`config.mk`:
```
export PLATFORM = sky130hd
export DESIGN_NAME = pattern_feeder_flat
export DESIGN_NICKNAME = d
export VERILOG_FILES = /design/src/rtl/pattern_pkg.sv /design/src/rtl/pattern_feeder_if.sv /design/src/rtl/song_rom.sv /design/src/rtl/pattern_feeder.sv /design/src/flat_wrapper.sv
export SDC_FILE = /design/constraint.sdc
export NUM_CORES = 1
export LEC_CHECK = 0
export BUFFER_PORTS_ARGS = -buffer_cell sky130_fd_sc_hd__buf_4
export CORE_ASPECT_RATIO = 1.75
export CORE_MARGIN = 2
export CORE_UTILIZATION = 35
export DETAILED_ROUTE_END_ITERATION = 8
export GPL_TIMING_DRIVEN = 0
export PLACE_DENSITY = 0.53
export SYNTH_ARGS = -nofsm -noshare
export SYNTH_HDL_FRONTEND = slang
export SYNTH_SLANG_ARGS = --single-unit
```
`constraint.sdc`:
```
create_clock -name CLOCK_25 -period 3.3 [get_ports CLOCK_25]
set_clock_uncertainty 0.2 [all_clocks]
set_input_delay 0.99 -clock CLOCK_25 [delete_from_list [all_inputs] [get_ports CLOCK_25]]
set_output_delay 0.99 -clock CLOCK_25 [all_outputs]
set_load 0.005 [all_outputs]
```
`src/rtl/pattern_pkg.sv`:
```
// pattern_pkg: shared definitions for the pattern feeder slice.
//   - lane bit constants (bit0 red / lane 0 ... bit3 yellow / lane 3)
//   - song ROM entry layout: [4] END marker, [3:0] lanes
//   - feeder FSM state encoding
//   - LFSR tap mask and single-step helper
package pattern_pkg;

   localparam int ROM_W   = 5;
   localparam int END_BIT = 4;

   localparam logic [3:0] LANE0_RED    = 4'b0001;
   localparam logic [3:0] LANE1        = 4'b0010;
   localparam logic [3:0] LANE2        = 4'b0100;
   localparam logic [3:0] LANE3_YELLOW = 4'b1000;
   localparam logic [3:0] REST         = 4'b0000;

   // Fibonacci taps 16,14,13,11 expressed on bit positions 15,13,12,10.
   localparam logic [15:0] LFSR_TAPS = 16'hB400;

   typedef enum logic [1:0] {
      ST_IDLE  = 2'd0,
      ST_LOAD  = 2'd1,
      ST_READY = 2'd2,
      ST_DONE  = 2'd3
   } state_t;

   // One left shift of the LFSR; the feedback bit enters at bit 0.
   function automatic logic [15:0] lfsr_step(input logic [15:0] value);
      return {value[14:0], ^(value & LFSR_TAPS)};
   endfunction

endpackage

```
`src/rtl/pattern_feeder_if.sv`:
```
// pattern_feeder_if: bundle between the pattern feeder and its consumer.
//   start, advance, random_mode, loop : consumer -> feeder
//   command_out, valid, song_done,
//   song_index, notes_played          : feeder -> consumer
//   master modport = consumer side, slave modport = feeder side.
interface pattern_feeder_if #(
   parameter int ADDR_W = 8
);
   logic              start;
   logic              advance;
   logic              random_mode;
   logic              loop;
   logic [3:0]        command_out;
   logic              valid;
   logic              song_done;
   logic [ADDR_W-1:0] song_index;
   logic [15:0]       notes_played;

   modport master (
      output start, advance, random_mode, loop,
      input  command_out, valid, song_done, song_index, notes_played
   );

   modport slave (
      input  start, advance, random_mode, loop,
      output command_out, valid, song_done, song_index, notes_played
   );
endinterface

```
`src/rtl/song_rom.sv`:
```
// song_rom: synchronous single-port song ROM, one cycle read latency.
//   clk  : clock
//   addr : entry address (2^ADDR_W entries)
//   data : entry read at the previous clock edge, [4] END, [3:0] lanes
// Contents come from the INIT parameter (entry i at bits [i*ROM_W +: ROM_W]),
// so the table is fixed at elaboration without any load-time code.
module song_rom
   import pattern_pkg::*;
#(
   parameter int                            ADDR_W = 8,
   parameter logic [(2**ADDR_W)*ROM_W-1:0]  INIT   = '0
) (
   input  logic              clk,
   input  logic [ADDR_W-1:0] addr,
   output logic [ROM_W-1:0]  data
);

   // Registered read port.
   always_ff @(posedge clk) begin
      data <= INIT[int'(addr)*ROM_W +: ROM_W];
   end

endmodule

```
`src/rtl/pattern_feeder.sv`:
```
// pattern_feeder: offers the next 4-lane pattern to the falling-note stage.
//   CLOCK_25 : 25 MHz pixel clock
//   reset    : asynchronous active-high reset
//   bus      : slave side of pattern_feeder_if
//              start       restart song at index 0 (latches random_mode/loop)
//              advance     consumer request, rising edge consumed
//              command_out pattern on offer, valid when a real pattern
//              song_done   end of a non-looping song reached
//              song_index  ROM index of the pattern on command_out
//              notes_played accepted advances since start, saturating
// Patterns come from song_rom or from a 16-bit LFSR (LFSR_SEED must be nonzero).
module pattern_feeder
   import pattern_pkg::*;
#(
   parameter int                            ADDR_W    = 8,
   parameter logic [15:0]                   LFSR_SEED = 16'hACE1,
   parameter logic [(2**ADDR_W)*ROM_W-1:0]  ROM_INIT  = '0
) (
   input  logic             CLOCK_25,
   input  logic             reset,
   pattern_feeder_if.slave  bus
);

   localparam logic [ADDR_W-1:0] ADDR_ZERO = '0;
   localparam logic [ADDR_W-1:0] ADDR_LAST = '1;
   localparam logic [ADDR_W-1:0] ADDR_ONE  = ADDR_W'(1);

   state_t            state_q,   state_d;
   logic [ADDR_W-1:0] addr_q,    addr_d;
   logic [15:0]       lfsr_q,    lfsr_d;
   logic [3:0]        cmd_q,     cmd_d;
   logic              valid_q,   valid_d;
   logic              done_q,    done_d;
   logic [ADDR_W-1:0] index_q,   index_d;
   logic [15:0]       notes_q,   notes_d;
   logic              advance_q, advance_d;
   logic              random_q,  random_d;
   logic              loop_q,    loop_d;
   logic              wrap_q,    wrap_d;

   logic              adv_edge_s;
   logic [15:0]       lfsr_next_s;
   logic [ROM_W-1:0]  rom_data_s;

   // The ROM is addressed with the next address so its data is ready in LOAD.
   song_rom #(
      .ADDR_W (ADDR_W),
      .INIT   (ROM_INIT)
   ) u_rom (
      .clk  (CLOCK_25),
      .addr (addr_d),
      .data (rom_data_s)
   );

   assign adv_edge_s  = bus.advance & ~advance_q;
   assign lfsr_next_s = lfsr_step(lfsr_q);

   // Next-state and output computation for the feeder FSM.
   always_comb begin
      state_d   = state_q;
      addr_d    = addr_q;
      lfsr_d    = lfsr_q;
      cmd_d     = cmd_q;
      valid_d   = valid_q;
      done_d    = done_q;
      index_d   = index_q;
      notes_d   = notes_q;
      advance_d = bus.advance;
      random_d  = random_q;
      loop_d    = loop_q;
      wrap_d    = wrap_q;

      if (bus.start) begin
         // start wins over a same-cycle advance edge in every state
         state_d  = ST_LOAD;
         addr_d   = ADDR_ZERO;
         lfsr_d   = LFSR_SEED;
         notes_d  = 16'h0000;
         done_d   = 1'b0;
         random_d = bus.random_mode;
         loop_d   = bus.loop;
         wrap_d   = 1'b0;
      end else begin
         case (state_q)
            ST_IDLE: begin
               state_d = ST_IDLE;
            end
            ST_LOAD: begin
               if (random_q) begin
                  // a zero pattern would be an invisible note; force lane 0
                  lfsr_d  = lfsr_next_s;
                  cmd_d   = (lfsr_next_s[3:0] == REST) ? LANE0_RED : lfsr_next_s[3:0];
                  index_d = addr_q;
                  valid_d = 1'b1;
                  state_d = ST_READY;
               end else if (rom_data_s[END_BIT] || wrap_q) begin
                  // wrap_q: we ran past the last address, which acts as END
                  wrap_d = 1'b0;
                  if (loop_q) begin
                     addr_d  = ADDR_ZERO;
                     state_d = ST_LOAD;
                  end else begin
                     cmd_d   = REST;
                     valid_d = 1'b0;
                     done_d  = 1'b1;
                     state_d = ST_DONE;
                  end
               end else begin
                  cmd_d   = rom_data_s[3:0];
                  index_d = addr_q;
                  valid_d = 1'b1;
                  state_d = ST_READY;
               end
            end
            ST_READY: begin
               if (adv_edge_s) begin
                  notes_d = (notes_q == 16'hFFFF) ? notes_q : notes_q + 16'h0001;
                  addr_d  = index_q + ADDR_ONE;
                  wrap_d  = ~random_q & (index_q == ADDR_LAST);
                  state_d = ST_LOAD;
               end else begin
                  state_d = ST_READY;
               end
            end
            ST_DONE: begin
               state_d = ST_DONE;
            end
            default: begin
               state_d = ST_IDLE;
            end
         endcase
      end
   end

   // State and output registers; reset forces all outputs to their idle values.
   always_ff @(posedge CLOCK_25 or posedge reset) begin
      if (reset) begin
         state_q   <= ST_IDLE;
         addr_q    <= ADDR_ZERO;
         lfsr_q    <= LFSR_SEED;
         cmd_q     <= REST;
         valid_q   <= 1'b0;
         done_q    <= 1'b0;
         index_q   <= ADDR_ZERO;
         notes_q   <= 16'h0000;
         advance_q <= 1'b0;
         random_q  <= 1'b0;
         loop_q    <= 1'b0;
         wrap_q    <= 1'b0;
      end else begin
         state_q   <= state_d;
         addr_q    <= addr_d;
         lfsr_q    <= lfsr_d;
         cmd_q     <= cmd_d;
         valid_q   <= valid_d;
         done_q    <= done_d;
         index_q   <= index_d;
         notes_q   <= notes_d;
         advance_q <= advance_d;
         random_q  <= random_d;
         loop_q    <= loop_d;
         wrap_q    <= wrap_d;
      end
   end

   assign bus.command_out  = cmd_q;
   assign bus.valid        = valid_q;
   assign bus.song_done    = done_q;
   assign bus.song_index   = index_q;
   assign bus.notes_played = notes_q;

endmodule
```
`src/flat_wrapper.sv`:
```
// flat-port wrapper written by rule: the top's interface ports become plain ports
module pattern_feeder_flat import pattern_pkg::*;
#(
   parameter int                            ADDR_W    = 8,
   parameter logic [15:0]                   LFSR_SEED = 16'hACE1,
   parameter logic [(2**ADDR_W)*ROM_W-1:0]  ROM_INIT  = '0
)
  (CLOCK_25, reset, bus_start, bus_advance, bus_random_mode, bus_loop, bus_command_out, bus_valid, bus_song_done, bus_song_index, bus_notes_played);
  pattern_feeder_if #(.ADDR_W(ADDR_W)) bus_i ();
  input  logic CLOCK_25;
  input  logic reset;
  input wire logic [$bits(bus_i.start)-1:0] bus_start;
  input wire logic [$bits(bus_i.advance)-1:0] bus_advance;
  input wire logic [$bits(bus_i.random_mode)-1:0] bus_random_mode;
  input wire logic [$bits(bus_i.loop)-1:0] bus_loop;
  output wire logic [$bits(bus_i.command_out)-1:0] bus_command_out;
  output wire logic [$bits(bus_i.valid)-1:0] bus_valid;
  output wire logic [$bits(bus_i.song_done)-1:0] bus_song_done;
  output wire logic [$bits(bus_i.song_index)-1:0] bus_song_index;
  output wire logic [$bits(bus_i.notes_played)-1:0] bus_notes_played;
  assign bus_i.start = bus_start;
  assign bus_i.advance = bus_advance;
  assign bus_i.random_mode = bus_random_mode;
  assign bus_i.loop = bus_loop;
  assign bus_command_out = bus_i.command_out;
  assign bus_valid = bus_i.valid;
  assign bus_song_done = bus_i.song_done;
  assign bus_song_index = bus_i.song_index;
  assign bus_notes_played = bus_i.notes_played;
  pattern_feeder #(.ADDR_W(ADDR_W), .LFSR_SEED(LFSR_SEED), .ROM_INIT(ROM_INIT)) u_core (.CLOCK_25(CLOCK_25), .reset(reset), .bus(bus_i));
endmodule
```
=== After elaboration in Yosys (flattened, before gate mapping) ===
Cells that the tools add are included.

* Add/subtract/negate cells: 2
* $mul: 1
* Equality and inequality tests: 13
* Shift-type cells: 1
* Multiplexer cells: 38
* Bitwise gates (word level): 5
* Reductions and logical operators: 16

{| class="wikitable"
|+ Operator list
! operator !! count
|-
| $shiftx 1280x32->5 const A || 1
|-
| $mux 16 || 7
|-
| $mux 8 || 7
|-
| $add 16x1->16 const B || 1
|-
| $eq 16x16->1 const B || 1
|-
| $mux 4 || 4
|-
| $pmux 8 s2 || 1
|-
| $reduce_xor 16->1 || 1
|-
| $mux 1 || 12
|-
| $mul 8x3->11 const B || 1
|-
| $mux 2 || 5
|-
| $reduce_bool 2->1 || 5
|-
| $ne 3x2->1 const B || 3
|-
| $reduce_and 3->1 || 3
|-
| $add 8x1->8 const B || 1
|-
| $eq 8x8->1 const B || 1
|-
| $pmux 2 s4 || 1
|-
| $reduce_and 4->1 || 2
|-
| $ne 2x2->1 const B || 3
|-
| $eq 2x2->1 const B || 2
|-
| $logic_not 4->1 || 1
|-
| $ne 3x3->1 const B || 1
|-
| $not 1->1 || 3
|-
| $reduce_bool 3->1 || 1
|-
| other kinds (7) || 8
|}

* Register bits after elaboration: 65
* Output and inout bits: 30
* Logic and storage cells: 89

=== Depth between registers and ports, before layout ===
Gate-level depths: netlist (run 1).

* Depth after elaboration: 7
* Mapped depth: 8
* Depth with buffers taken out: 6

=== Modules after synthesis ===
Synthesis (run 1) repeated with hierarchy kept, for this count alone.

* Cell total of the unflattened synthesis: 289
* Area total of the unflattened synthesis: 2927.8 um2

{| class="wikitable"
|+ Modules (own cells, without submodules)
! module !! times used !! cells each !! area each (um2) !! seq. area each (um2)
|-
| pattern_feeder || 1 || 283 || 2886.5 || 1511.4
|-
| song_rom || 1 || 6 || 41.3 || 0.0
|}

=== Least setup slack after synthesis (run 1) ===
OpenSTA, ideal clock, no wires.

* Path type: input -> register
* Start: in bus_advance
* End: reg u_core.notes_q[12] (netlist: u_core.bus.notes_played[12])
* Library setup time: 0.125 ns
* Data arrival time: 2.035 ns
* Required time: 2.975 ns
* Slack: 0.940 ns
* Stages on the path: 5
* Buffers on the path: 1
* Cells stage by stage: and3b_1 buf_2 nand3_2 nor4b_1 mux2_2

* Cells in the longest elaborated chain, start to end: 3

{| class="wikitable"
|+ RTL lines
! what !! RTL line !! text
|-
| from (decl) || flat_wrapper.sv:13 || <nowiki>input wire logic [$bits(bus_i.advance)-1:0] bus_advance;</nowiki>
|-
| $and 1x1->1 || pattern_feeder.sv:55 || <nowiki>assign adv_edge_s = bus.advance & ~advance_q;</nowiki>
|-
| $reduce_bool 2->1 (no source line) || n/a ||
|-
| $reduce_and 3->1 (no source line) || n/a ||
|-
| to (signal assigned) || pattern_feeder.sv:158 || <nowiki>notes_q <= notes_d;</nowiki>
|-
| to (decl) || pattern_feeder.sv:35 || <nowiki>logic [15:0] notes_q, notes_d;</nowiki>
|}

Every way passes these cells.
A chain may end at the register's enable or synchronous reset.

=== Final worst setup path (run 1) ===
* Start: in bus_start
* End: reg u_core.state_q[0]

* Cells in the longest elaborated chain, start to end: 1

{| class="wikitable"
|+ RTL lines
! what !! RTL line !! text
|-
| from (decl) || flat_wrapper.sv:12 || <nowiki>input wire logic [$bits(bus_i.start)-1:0] bus_start;</nowiki>
|-
| $mux 2 || pattern_feeder.sv:73 || <nowiki>if (bus.start) begin</nowiki>
|-
| via u_core.state_d[0] || pattern_feeder.sv:28 || <nowiki>state_t state_q, state_d;</nowiki>
|-
| to (signal assigned) || pattern_feeder.sv:151 || <nowiki>state_q <= state_d;</nowiki>
|-
| to (decl) || pattern_feeder.sv:28 ||
|}

The timed path passes the listed nets, and every way through them passes these cells.

==> results of run 1 <==
## routing by layer
layer | up-vias | track usage | wire length, microns
met4 | 0 | 0.0599 | 108
met5 | - | 0 | 0
met2 | 26 | 0.268 | 3720
met3 | 7 | 0.0419 | 166
met1 | 1115 | 0.204 | 2820
li1 | 1108 | - | -
## final timing paths
path / startpoint / endpoint / cells past startpoint
max reg2reg: u_core.state_q[0]$_DFF_PP0_ / u_core.bus.notes_played[12]$_DFFE_PP0P_ / 7
max in group asynchronous: reset / u_core.lfsr_q[6]$_DFFE_PP1P_ / 3
min: u_core.lfsr_q[6]$_DFFE_PP1P_ / u_core.lfsr_q[7]$_DFFE_PP1P_ / 2
max: bus_start / u_core.state_q[0]$_DFF_PP0_ / 5
min in group asynchronous: reset / u_core.bus.valid$_DFFE_PP0P_ / 2
min reg2reg: u_core.lfsr_q[6]$_DFFE_PP1P_ / u_core.lfsr_q[7]$_DFFE_PP1P_ / 2
## placed cells by master, fill, tap and decap left out, types with 9 or more instances in the layout
cell       Yosys  layout
nor2_1        18      18
nand2_1       39      39
nand3b_1      11      11
nor2b_1       12      12
a22o_1        11      11
dfrtp_1       52      52
a21oi_1       20      20
buf_4          0      35
clkbuf_16      0       9
mux2_2        12      12
clkbuf_1       9      10
## registers in the layout, summed over array words and instances (netlist names), 2 cells and up
signal                   count
u_core.bus.notes_played     16
u_core.state_q               2
u_core.addr_q                8
u_core.bus.command_out       4
u_core.bus.song_index        8
u_core.lfsr_q               16
## logic make-up (layout without fill, tap and decap cells)
| group | count (synthesis) | in the layout | synth area share |
|---|---|---|---|
| fa+ha+maj | 6 | 6 | 0.0254 |
| simple gates | 117 | 117 | 0.218 |
| mux | 21 | 21 | 0.0791 |
| xor+xnor | 9 | 9 | 0.0267 |
| compound gates | 49 | 49 | 0.113 |
| buf+inv | 21 | 73 | 0.0275 |
| flops | 60 | 60 | 0.511 |
## report_power, final
group	switching (mW)	internal, mW	leakage, nW
Combinational	0.0921	0.0677	0.779
Sequential	0.0250	0.777	0.793
Clock	0.317	0.700	0.159
## cell type report
| cell class | instances | area (sq um) | area share |
|---|---|---|---|
| clock buffers | 12 | 256 | 0.0696 |
| clock inverters | 4 | 72.6 | 0.0197 |
| inverters | 9 | 33.8 | 0.00917 |
| flip-flops and latches | 60 | 1510 | 0.410 |
| well taps | 92 | 115 | 0.0312 |
| repair buffers | 36 | 283 | 0.0768 |
| plain buffers | 12 | 47.5 | 0.0129 |
| multi-input cells | 202 | 1360 | 0.370 |
## stage by stage
step	setup WS [ns]	area, sq um
floorplan	0.639	2960
global placement	-0.241	3330
detailed placement	0.435	3350
CTS	0.781	3680
global route	0.648	3680
finish	0.855	3680
## tightest hold or removal path: stages (launching register included)
cell	delay, ns
dfstp_2	0.36
nand2_1	0.05
nand3b_1	0.06
==> impl_results.md, run 1 <==
* Async set or reset register ratio after synthesis at 1.00
* Via density at between 5 and 6
* CP Cell Sequence: buf_4, clkbuf_1, clkbuf_1, clkbuf_1, o21bai_1
* Leakage at approximately 1.7 nW
* Site Rows at 44
* Most used flip-flop cell after synthesis: dfrtp_1
* Clock latency on the worst-skew pair at between 0.3 and 0.4 ns
* Final period util at 0.741
* Core Footprint at 8260 sq um
* Vias in the first global route at ~2300
* Area grow syn2layout at 24.6%
* Yosys top cell area share at 0.440
* Setup-failing EPs final at 0
* # diodes at 0
* Final Total Pwr at 1.98 mW
* Slew headroom at 0.523
* Gate Count Post-Synth at about 280
* Post-synthesis average cell area at ~10 sq um
* Critical Path Slowest Stage Cell: clkbuf_1
* Fill count at between 800 and 900
* Total GRT Usage at 0.164
* CTS Hold Bufs at 0
* Peak VDD IR at 0.560 mV
* DRT Wirelength at just under 7 mm
* Yosys top cell by area: dfrtp_1
* CP delay by family, top: buffers and inverters
* Syn. warnings at 0
* Post-CTS setup buffers at 0
* CTS tree: built
* RD Place Congestion at around 0.77
* H-tree Lvls at 3
* Worst path bufs/invs at 4
* Count leader, synth: dfrtp_1
* Fin util at 0.446
* Power Density at 537 nW/um^2
* DIE WIDTH at ~73 microns
* DIE AREA at roughly 9200 sq um
* Post-CTS Resized at 0
* CTS max path bufs at 2
* Nets at around 340
* First DRT Iteration DRCs at ~180
* Worst-path clk slew at 0.05 ns
* Number of remaining DRC errors at 0
* Reg-to-reg slack, setup at 0.97 ns
* Initial antenna violation count at 0
* Synthesis-stage register bit count at 60
* Fin cells at about 430
* CP Capture Type: flop
* First-pass GRT wire length at between 10 and 15 mm
* Initial core utilization at 0.358
* # Max-Cap Violations at 0
* Critical-path maximum fanout at 10
* Root Buffer: clkbuf_16
* Drt wl/cell at roughly 16 microns
* Post-route setup TNS at 0 ns
* Kind of critical path: in2reg
* Fmax at 409 MHz
* Via count at roughly 2300
* CP required at about 3.4 ns
* Post-Syn Area at between 2000 and 3000 sq um
* EDFF count, synth at 0
* Status: finished clean
* Commonest cells post-synth: dfrtp_1, nand2_1, a21oi_1
* Crit path arrival time at approximately 2.5 ns
* Tightest Pin Transition at roughly 0.7 ns
* I/O pins at 36
* Most used cell, CP: clkbuf_1
* Placed Instances at just over 400
* Crit start category: input pin
* Tmin final at ~2.4 ns
* Syn_nets at just under 300
* Largest net degree at the start of global routing at 36
* Final Hold Viols at 0
* Post-detail-place hpwl at between 4 and 5 mm
* RSZ-0062 raised after global routing: no
* Worst path max stage delay at about 0.43 ns
* Total gr overflow at 0
* Clock Sinks at 60
* Num CTS Buffers at 9
* Register area share after synthesis at 0.511
* Die Ht at between 100 and 150 microns
* Ratio of cells with drive above 1 in the final layout at 0.236
* Distinct cells, synth at 44
* Top post-synthesis cells by area: dfrtp_1, dfstp_2, nand2_1, mux2_2, a21oi_1
* Worst Hold Slack at about 0.29 ns
* Count of input and output buffers at 35
* HP Class: reg2reg
* First drt pass iteration count at 4
* DRT antenna net count at 0
* Max-slew violation count at 0
No activity file was read; power rests on OpenSTA's default activity.
==> run 2: changes to the inputs <==
--- a/config.mk
+++ b/config.mk
@@ -11,7 +11,7 @@
 export CORE_UTILIZATION = 35
 export DETAILED_ROUTE_END_ITERATION = 8
 export GPL_TIMING_DRIVEN = 0
-export PLACE_DENSITY = 0.53
+export PLACE_DENSITY = 0.55
 export SYNTH_ARGS = -nofsm -noshare
 export SYNTH_HDL_FRONTEND = slang
 export SYNTH_SLANG_ARGS = --single-unit
==> constraint.sdc (replaced) <==
create_clock -name CLOCK_25 -period 2.1 [get_ports CLOCK_25]
set_clock_uncertainty 0.2 [all_clocks]
set_input_delay 0.63 -clock CLOCK_25 [delete_from_list [all_inputs] [get_ports CLOCK_25]]
set_output_delay 0.63 -clock CLOCK_25 [all_outputs]
set_load 0.005 [all_outputs]
==> impl_results.md, run 2 (same netlist as run 1, synthesis figures left out) <==
* Status: finished clean
* Fin cells at 433 (+1.4%)
* Crit path arrival time at 2.10 ns (-0.39 ns)
* Leakage at 1.76 nW (+1.4%)
* Reg2Reg Depth at 5 (-2)
* Nets at 348 (+1.8%)
* Met2 Usage GRT at 0.264 (-0.00420)
* Core Footprint at 8260 sq um (unchanged)
* Clock latency on the worst-skew pair at 0.33 ns (about the same)
* Tightest Pin Transition at 0.836 ns (+0.121 ns)
* H-tree Lvls at 3 (unchanged)
* DIE AREA at 9230 sq um (unchanged)
* CTS Hold Bufs at 0 (unchanged)
* RR Endpoint: u_core.bus.notes_played[13]$_DFFE_PP0P_
* Fmax at between 400 and 500 MHz
* Num CTS Buffers at 9 (unchanged)
* Reg2reg start: u_core.bus.notes_played[0]$_DFFE_PP0P_
* # diodes at 0 (unchanged)
* Critical-path maximum fanout at 7 (-3)
* Largest net degree at the start of global routing at 61 (+69%)
* Max-slew violation count at 0 (unchanged)
* First DRT Iteration DRCs at 142 (-19%)
* DIE WIDTH at 73.5 microns (unchanged)
* Clock Sinks at 60 (unchanged)
* Die Ht at 126 microns (unchanged)
* Area grow syn2layout at 28.0%
* Global routing usage on met1 at 0.189 (-0.0147)
* DRT Wirelength at 6.93 mm (+1.7%)
* Count of input and output buffers at 35 (unchanged)
* Setup-failing EPs final at 0 (unchanged)
* Number of remaining DRC errors at 0 (unchanged)
* First-pass GRT wire length at 11.2 mm (-4.1%)
* Layer with the highest usage: met2
* Reg-to-reg slack, setup at 0.007 ns (-0.96 ns)
* Worst Hold Slack at 0.235 ns (-0.0501 ns)
* CP Capture Type: flop
* Power Density at 765 nW/um^2 (+42%)
* Initial core utilization at 0.358 (unchanged)
* Slew headroom at 0.441 (-0.0817)
* CTS max path bufs at 2 (unchanged)
* Critical Path Slowest Stage Cell: nor4_1
* Hold path depth at 1 (-1)
* Worst-path clk slew at 0.05 ns (about the same)
* Met3 GRT Util at 0.0330 (-0.00886)
* Worst path max stage delay at 0.50 ns (+0.07 ns)
* Ratio of cells with drive above 1 in the final layout at 0.293 (+0.0574)
* HP Class: in2reg
* Commonest cells after routing, fill and taps aside: dfrtp_1, buf_4, nand2_1, a21oi_1, nor2_1
* Kind of critical path: reg2reg
* DRT antenna net count at 0 (unchanged)
* Tmin final at about 2.1 ns
* Crit start category: flop
* CP Cell Sequence: ha_1, nand2_1, nor4_1, nor4_2, mux2_2
* Total gr overflow at 0 (unchanged)
* # Max-Cap Violations at 0 (unchanged)
* Placed Instances at 410 (-0.24%)
* First drt pass iteration count at 4 (unchanged)
* Via density at 5.32 (+0.76%)
* Post-detail-place hpwl at 4.71 mm (-3.9%)
* Via count at 2305 (+2.2%)
* Vias in the first global route at 2260 (-2.4%)
* Root Buffer: clkbuf_16
* RD Place Congestion at 0.740 (-3.7%)
* Drt wl/cell at 16.0 microns (+0.26%)
* Final Hold Viols at 0 (unchanged)
* Site Rows at 44 (unchanged)
* Peak VDD IR at 0.490 mV (-12%)
* WHS Endpoint: u_core.advance_q$_DFF_PP0_
* Most common cell after layout, fill and taps aside: dfrtp_1
* CTS tree: built
* Final period util at 0.997
* Setup slack at placement at -0.408 ns (-0.843 ns)
* Hold Path Origin: bus_advance
* CP required at 2.11 ns (-1.24 ns)
* Post-route setup TNS at 0 ns (unchanged)
* Fin util at 0.458 (+0.0123)
* Setup ws final at 0.00651 ns (-0.848 ns)
* I/O pins at 36 (unchanged)
* Total GRT Usage at 0.159 (-0.00489)
* Initial antenna violation count at 0 (unchanged)
[run 2: cell types whose count changed in the layout (fill, tap and decap cells not counted), sizes merged]
cell and change:
buf +7, clkbuf -1, clkinvlp +2, inv -1, bufinv -2, clkinv +1
[run 2: timing repair]
item / in CTS / in global routing
pin swaps: 0 / 2
resized for setup: 12 / 12
setup endpoints to repair: 31 / 44
cloned: 0 / 0
setup buffers: 0 / 7
[run 2: worst max path at each step]
stage,cells after the start,end,slack (ns),startpoint
CTS,8,u_core.lfsr_q[4]$_DFFE_PP0P_,-0.003,u_core.state_q[1]$_DFF_PP0_
finish,5,u_core.bus.notes_played[13]$_DFFE_PP0P_,0.007,u_core.bus.notes_played[0]$_DFFE_PP0P_
global route,5,u_core.bus.notes_played[13]$_DFFE_PP0P_,-0.10,u_core.bus.notes_played[0]$_DFFE_PP0P_
detailed placement,5,u_core.state_q[0]$_DFF_PP0_,-0.41,bus_start
floorplan,7,u_core.bus.notes_played[12]$_DFFE_PP0P_,0.03,u_core.state_q[0]$_DFF_PP0_
global placement,5,u_core.bus.song_done$_DFFE_PP0P_,-0.36,bus_start
[run 2: area by class of cell]
cell class | instances | area [sq um]
buffer | 11 | 58.8
clock inverter | 4 | 25.0
tap | 92 | 115
timing repair buffer | 43 | 343
sequential | 60 | 1510
fill | 799 | 4470
multi-input combinational | 202 | 1440
clock buffer | 12 | 256
inverter | 9 | 37.5
[run 2: per-stage QoR]
| step | area, sq um | power, mW |
|---|---|---|
| 2_1_floorplan | 2960 | 1.44 |
| 3_3_place_gp | 3340 | 1.53 |
| 3_5_place_dp | 3340 | 1.53 |
| 4_1_cts | 3670 | 2.91 |
| 5_1_grt | 3780 | 3.01 |
| 6_report | 3780 | 2.89 |
[run 2: power by group]
group          switching [mW]  internal, mW
Sequential             0.0406          1.22
Clock                   0.511         0.857
Combinational           0.149         0.117
Total                   0.700          2.19
[run 2: critical path, delay by kind of cell, from the launching register on]
kind | cells | cell delay (ns)
mux | 1 | 0.30
flops | 1 | 0.45
fa+ha+maj | 1 | 0.28
simple gates | 3 | 0.74
[run 2: metal layers]
layer / vias to the layer above / part of all wire
met5: - / 0
met4: 0 / 0.024
met3: 16 / 0.025
met2: 30 / 0.54
met1: 1151 / 0.41
li1: 1108 / -
